[src/rtl/daisy_host_seq.sv]
// daisy_host_seq: host-side sequencer for the daisy responder bus.
// Issues a command/argument write pair, polls the status port for HOST_RECV,
// then reads the data port; a probe request reads only the printer-status port.
// Every access holds sel high for one bus (ce) cycle, followed by a one-ce-cycle gap.
// Build option: DAISY_POLL_TIMEOUT_EN -- when defined, status polling retries up
// to POLL_LIMIT reads; when undefined, a single status read decides the outcome
// and no poll counter is built.
module daisy_host_seq #(
   parameter int POLL_LIMIT = 16
) (
   input  logic       clk_sys,
   input  logic       reset_n,
   input  logic       ce,
   input  logic       start,
   input  logic       probe,
   input  logic [7:0] cmd,
   input  logic [7:0] arg,
   output logic       busy,
   output logic       done,
   output logic       has_data,
   output logic [7:0] result,
   output logic       sel,
   output logic [1:0] address,
   output logic       wr,
   output logic [7:0] bus_dout,
   input  logic [7:0] bus_din
);

   localparam logic [2:0] IDLE    = 3'd0;
   localparam logic [2:0] WR_CMD  = 3'd1;
   localparam logic [2:0] WR_ARG  = 3'd2;
   localparam logic [2:0] RD_STAT = 3'd3;
   localparam logic [2:0] RD_DATA = 3'd4;
   localparam logic [2:0] RD_PRN  = 3'd5;
   localparam logic [2:0] GAP     = 3'd6;
   localparam logic [2:0] FIN     = 3'd7;

   localparam logic [7:0] HOST_RECV = 8'hCA;
   localparam logic [7:0] NO_REPLY  = 8'hFF;

   // Responder port map: 10 = 0x1FC, 00 = 0xFC, 01 = 0xFD
   localparam logic [1:0] ADDR_1FC = 2'b10;
   localparam logic [1:0] ADDR_FC  = 2'b00;
   localparam logic [1:0] ADDR_FD  = 2'b01;

   // Reject unusable poll limits at elaboration time
   if ((POLL_LIMIT < 1) || (POLL_LIMIT > 255)) begin : g_poll_limit_range
      $error("daisy_host_seq: POLL_LIMIT must be within 1..255");
   end

   logic [2:0] state_r;
   logic [2:0] ret_r;
   logic [7:0] cmd_r;
   logic [7:0] arg_r;
   logic       busy_r;
   logic       done_r;
   logic       has_data_r;
   logic [7:0] result_r;
   logic       sel_r;
   logic [1:0] address_r;
   logic       wr_r;
   logic [7:0] bus_dout_r;

   logic [2:0] next_state_s;
   logic [2:0] next_ret_s;
   logic       next_sel_s;
   logic [1:0] next_address_s;
   logic       next_wr_s;
   logic [7:0] next_dout_s;
   logic       start_ok_s;
   logic       stat_miss_s;
   logic       poll_last_s;

   assign start_ok_s  = (state_r == IDLE) && start;
   assign stat_miss_s = (state_r == RD_STAT) && ce && (bus_din != HOST_RECV);

`ifdef DAISY_POLL_TIMEOUT_EN
   localparam logic [7:0] POLL_LAST_C = 8'(POLL_LIMIT - 1);

   logic [7:0] poll_cnt_r;

   assign poll_last_s = (poll_cnt_r >= POLL_LAST_C);

   // Poll counter: cleared at start, counts status reads that missed HOST_RECV
   always_ff @(posedge clk_sys) begin
      if (!reset_n) begin
         poll_cnt_r <= 8'd0;
      end else if (start_ok_s) begin
         poll_cnt_r <= 8'd0;
      end else if (stat_miss_s) begin
         poll_cnt_r <= poll_cnt_r + 8'd1;
      end else begin
         poll_cnt_r <= poll_cnt_r;
      end
   end
`else
   // Single status read: the first miss is always the last one
   assign poll_last_s = 1'b1;
`endif

   // Next-state decode; GAP returns to the access remembered in ret_r
   always_comb begin
      next_state_s = state_r;
      next_ret_s   = ret_r;
      case (state_r)
         IDLE: begin
            if (start) begin
               next_state_s = probe ? RD_PRN : WR_CMD;
            end else begin
               next_state_s = IDLE;
            end
         end
         WR_CMD: begin
            if (ce) begin
               next_state_s = GAP;
               next_ret_s   = WR_ARG;
            end else begin
               next_state_s = WR_CMD;
            end
         end
         WR_ARG: begin
            if (ce) begin
               next_state_s = GAP;
               next_ret_s   = RD_STAT;
            end else begin
               next_state_s = WR_ARG;
            end
         end
         RD_STAT: begin
            if (ce) begin
               next_state_s = GAP;
               if (bus_din == HOST_RECV) begin
                  next_ret_s = RD_DATA;
               end else if (poll_last_s) begin
                  next_ret_s = FIN;
               end else begin
                  next_ret_s = RD_STAT;
               end
            end else begin
               next_state_s = RD_STAT;
            end
         end
         RD_DATA, RD_PRN: begin
            if (ce) begin
               next_state_s = GAP;
               next_ret_s   = FIN;
            end else begin
               next_state_s = state_r;
            end
         end
         GAP: begin
            if (ce) begin
               next_state_s = ret_r;
            end else begin
               next_state_s = GAP;
            end
         end
         FIN: begin
            next_state_s = IDLE;
         end
         default: begin
            next_state_s = IDLE;
            next_ret_s   = IDLE;
         end
      endcase
   end

   // Bus drive values for the state being entered; WR_CMD is entered straight
   // from IDLE, before cmd_r has been loaded, so it takes cmd directly then
   always_comb begin
      next_sel_s     = 1'b0;
      next_address_s = ADDR_FC;
      next_wr_s      = 1'b0;
      next_dout_s    = 8'h00;
      case (next_state_s)
         WR_CMD: begin
            next_sel_s     = 1'b1;
            next_address_s = ADDR_1FC;
            next_wr_s      = 1'b1;
            if (state_r == IDLE) begin
               next_dout_s = cmd;
            end else begin
               next_dout_s = cmd_r;
            end
         end
         WR_ARG: begin
            next_sel_s     = 1'b1;
            next_address_s = ADDR_FC;
            next_wr_s      = 1'b1;
            next_dout_s    = arg_r;
         end
         RD_STAT: begin
            next_sel_s     = 1'b1;
            next_address_s = ADDR_FD;
         end
         RD_DATA: begin
            next_sel_s     = 1'b1;
            next_address_s = ADDR_FC;
         end
         RD_PRN: begin
            next_sel_s     = 1'b1;
            next_address_s = ADDR_1FC;
         end
         default: begin
            next_sel_s     = 1'b0;
            next_address_s = ADDR_FC;
            next_wr_s      = 1'b0;
            next_dout_s    = 8'h00;
         end
      endcase
   end

   // State, handshake flags and registered bus outputs
   always_ff @(posedge clk_sys) begin
      if (!reset_n) begin
         state_r    <= IDLE;
         ret_r      <= IDLE;
         busy_r     <= 1'b0;
         done_r     <= 1'b0;
         sel_r      <= 1'b0;
         address_r  <= ADDR_FC;
         wr_r       <= 1'b0;
         bus_dout_r <= 8'h00;
      end else begin
         state_r    <= next_state_s;
         ret_r      <= next_ret_s;
         busy_r     <= (next_state_s != IDLE) && (next_state_s != FIN);
         done_r     <= (next_state_s == FIN);
         sel_r      <= next_sel_s;
         address_r  <= next_address_s;
         wr_r       <= next_wr_s;
         bus_dout_r <= next_dout_s;
      end
   end

   // Request latch: command and argument are captured only when a start is accepted
   always_ff @(posedge clk_sys) begin
      if (!reset_n) begin
         cmd_r <= 8'h00;
         arg_r <= 8'h00;
      end else if (start_ok_s) begin
         cmd_r <= cmd;
         arg_r <= arg;
      end else begin
         cmd_r <= cmd_r;
         arg_r <= arg_r;
      end
   end

   // Result capture: data/printer reads, or the no-reply marker on poll exhaustion
   always_ff @(posedge clk_sys) begin
      if (!reset_n) begin
         result_r   <= 8'h00;
         has_data_r <= 1'b0;
      end else if (stat_miss_s && poll_last_s) begin
         result_r   <= NO_REPLY;
         has_data_r <= 1'b0;
      end else if ((state_r == RD_DATA) && ce) begin
         result_r   <= bus_din;
         has_data_r <= 1'b1;
      end else if ((state_r == RD_PRN) && ce) begin
         result_r   <= bus_din;
         has_data_r <= 1'b0;
      end else begin
         result_r   <= result_r;
         has_data_r <= has_data_r;
      end
   end

   assign busy     = busy_r;
   assign done     = done_r;
   assign has_data = has_data_r;
   assign result   = result_r;
   assign sel      = sel_r;
   assign address  = address_r;
   assign wr       = wr_r;
   assign bus_dout = bus_dout_r;

endmodule

[config.mk]
export PLATFORM = sky130hd
export DESIGN_NAME = daisy_host_seq
export DESIGN_NICKNAME = d
export VERILOG_FILES = /design/src/rtl/daisy_host_seq.sv
export SDC_FILE = /design/constraint.sdc
export NUM_CORES = 1
export LEC_CHECK = 0
export BUFFER_PORTS_ARGS = -buffer_cell sky130_fd_sc_hd__buf_2
export CAP_MARGIN = 20
export CORE_UTILIZATION = 32
export DETAILED_ROUTE_END_ITERATION = 6
export GPL_ROUTABILITY_DRIVEN = 1
export PLACE_DENSITY_LB_ADDON = 0.08
export RECOVER_POWER = 25
export SYNTH_ARGS = -nofsm -noshare
export SYNTH_HDL_FRONTEND = slang
export SYNTH_SLANG_ARGS = --single-unit
[constraint.sdc]
create_clock -name clk_sys -period 1.75 [get_ports clk_sys]
set_input_delay 0.0875 -clock clk_sys [delete_from_list [all_inputs] [get_ports clk_sys]]
set_output_delay 0.0875 -clock clk_sys [all_outputs]
set_load 0.01 [all_outputs]
==> results by group <==
Outcome
  – Status: finished, final reports clean

Timing
  – Tightest Pin Transition: 0.527 ns
  – Slew headroom: 64.8%
  – Max Clock Freq: 622 MHz
  – Clock period minus worst slack: 1.61 ns
  – Hold Vio Cnt, Final: 0
  – RSZ-0062 raised after global routing: no
  – Fin Clk Skew: 0.00658 ns
  – Fin crit share: 91.9%
  – Max-slew violations: 0
  – Final setup violating endpoints: 0

Pwr
  – P_sw: 0.000872 W
  – Comb pwr share: 28.7%
  – Clock network fraction of total power: 25.9%
  – PD cells: 1120 mW/mm²
  – Sw Ratio: 32.9%
  – Worst IR Drop VDD: 476 µV
  – Int Power: 0.00178 W
  – Leak: 0.986 nW
  – Seq pwr share: 45.4%

Placed design
  – Post-DP HPWL: 3.30 mm
  – DP Area: 0.00227 mm²
  – I/O Buffers: 51
  – Gp weighted congestion: 0.776

Worst setup path
  – Required @ worst endpoint: 1.95 ns
  – Setup crit end kind: flop
  – Setup CP Type: reg -> reg
  – Crit start category: flop
  – Worst EP arrival: 1.80 ns
  – Crit path launch: state_r[0]$_SDFF_PN0_
  – Slowest Stage Delay on Critical Path: 0.38 ns
  – Worst path buffer plus inverter count: 0
  – Slowest-stage cell, CP: o221ai_4
  – Max Fanout on Critical Path: 11
  – Critical-path cell list: nand2b_1, o21a_1, o221ai_4, nand3_1, and3_1
  – Delay-heaviest family, CP: compound AO/OA/AOI/OAI gates
  – Worst r2r src: state_r[0]$_SDFF_PN0_

Yosys
  – Yosys warnings: 0
  – Sequential fraction of the synthesis area: 46.9%
  – Synthesis-stage register bit count: 45
  – Post-Syn Area: 0.00192 mm²
  – Most common flop cell mapped by yosys: dfxtp_1
  – Avg Inst Size Synth: 8.82 µm²
  – Synthesized Nets: 247
  – Gate Count Post-Synth: 218
  – EDFF count, synth: 0
  – Ys async rst share: 0%
  – Number of distinct library cells after synthesis: 39

Layout
  – Fillers: 594
  – Area delta synth->final: 22.6%
  – Layout net count: 300
  – # diodes: 0
  – Commonest non-fill, non-tap cell in the layout: dfxtp_1
  – Commonest cells after routing, fill and taps aside: 44 x dfxtp_1, 40 x nand2_1, 35 x a21oi_1, 35 x buf_2, 16 x clkbuf_1
  – Final Cell Area: 0.00236 mm²
  – Fin util: 41.8%
  – Share of cells above drive strength 1: 24.3%

Global routing
  – Routing usage on met2: 24.3%
  – Initial antenna violation count: 0
  – First-pass GRT wire length: 7.84 mm
  – GRT overflow: 0
  – Vias in the first global route: 1558
  – Largest net degree at the start of global routing: 20
  – Met3 Use GR: 3.77%
  – Met1 usage: 22.9%
  – Total Routing Usage GR: 16.4%
  – Busiest layer in global routing: met2

Route
  – Routed Antenna Nets: 0
  – DRT iter0 DRCs: 82
  – Initial DRT Pass Iterations: 4
  – Post-detailed-route wirelength per cell: 13.7 µm
  – # DRC: 0
  – Final wirelength: 4.71 mm
  – Routed via count: 1691
  – Vias per std cell: 4.92

Clock network
  – Clk buf depth: 2
  – Clk_lat worst skew: 0.30 ns
  – Worst-path clk slew: 0.09 ns
  – TritonCTS clock tree: yes
  – Post-CTS Repair Setup Buffers: 0
  – Htree depth: 2
  – Total CTS buffers: 5
  – CTS root buffer: clkbuf_8
  – Clk sinks: 45

Floorplan
  – I/O pin total: 52
  – Die width: 79.5 µm
  – Starting density of the core: 34.1%
  – Die area: 0.00632 mm²
  – Die Span Y: 79.5 µm
  – Site row count: 27
  – Core area: 0.00564 mm²

Worst hold path
  – HP Start: arg[5]
  – Min-Delay Path Class: in -> reg

Job
  – Max Cap Viol: 0
final cells by class:
type                            instances  area [µm²]  share of cell area (%)
Timing Repair Buffer                   63         350                    14.9
Multi-Input combinational cell        154         910                    38.6
Inverter                                2        7.51                   0.319
Clock buffer                            6        82.6                    3.51
Clock inverter                          2        13.8                   0.584
Sequential cell                        45         902                    38.3
Tap cell                               72        90.1                    3.82
cell usage after synthesis (2+ instances only):
master,number,area [µm²]
nand2_2,2,12.5
inv_1,2,7.51
buf_6,4,45.0
buf_2,5,25.0
nand2_1,40,150
nor2_1,9,33.8
o2111ai_1,8,70.1
dfxtp_1,45,901
buf_4,4,30.0
a21oi_1,35,175
nand2b_1,7,43.8
and3_1,3,18.8
o21ai_0,4,20.0
nand3_1,10,50.1
mux2i_1,8,80.1
clkbuf_1,4,15.0
or2b_1,5,37.5
nor2b_1,2,12.5
power by group through the flow:
stage | logic [W] | registers (W) | clock network (W)
floorplan | 0.000509 | 0.00124 | 0
global placement | 0.000770 | 0.00123 | 0
detailed placement | 0.000770 | 0.00122 | 0
CTS | 0.000782 | 0.00120 | 0.000708
global route | 0.000856 | 0.00122 | 0.000754
finish | 0.000761 | 0.00120 | 0.000686
layer usage:
metal  part of all wire (%)  wire, µm
met5                      0         0
met2                     43      2030
met1                     51      2420
met3                    4.1       195
met4                    1.4        65
through the flow:
step / setup TNS (ns) / total power, W / setup WS (ns) / hold WS, ns / std cells
floorplan: 0 / 0.00175 / 0.371 / 0.216 / 218
global placement: 0 / 0.00200 / 0.00685 / 0.332 / 336
detailed placement: -0.0376 / 0.00199 / -0.0273 / 0.336 / 336
CTS: 0 / 0.00269 / 0.122 / 0.00925 / 344
global route: 0 / 0.00283 / 0.00821 / 0.00574 / 344
finish: 0 / 0.00265 / 0.141 / 0.0135 / 344
cells by family after synthesis:
group	Yosys count	synth area share, %
compound gates	57	18.6
buf+inv	19	6.38
flops	45	46.9
mux	8	4.17
simple gates	89	24.0
worst reg2reg max path: cells and delay by family, from the launching register on:
kind | cells | cell delay [ns]
flip-flops | 1 | 0.34
AND/OR/NAND/NOR | 3 | 0.56
AO/OA/AOI/OAI | 2 | 0.61
worst paths after layout:
check                                to  slack, ns  cells past startpoint
setup reg to reg        busy$_SDFF_PN0_       0.14                      5
hold reg to reg   cmd_r[1]$_SDFFE_PN0P_       0.46                      2
setup / recovery        busy$_SDFF_PN0_       0.14                      5
hold / removal    arg_r[5]$_SDFFE_PN0P_       0.01                      3
registers in the layout (all words and copies together) (netlist names):
register,cells
done,1
state_r,3
sel,1
has_data,1
bus_dout,8
ret_r,3
busy,1
wr,1
address,2
result,8
arg_r,8
cmd_r,8
timing repair:
item | CTS | global route
hold buffers | 0 | 0
resized for setup | 1 | 1
setup endpoints to repair | 3 | 6
Power figures use the tool's default switching activity.
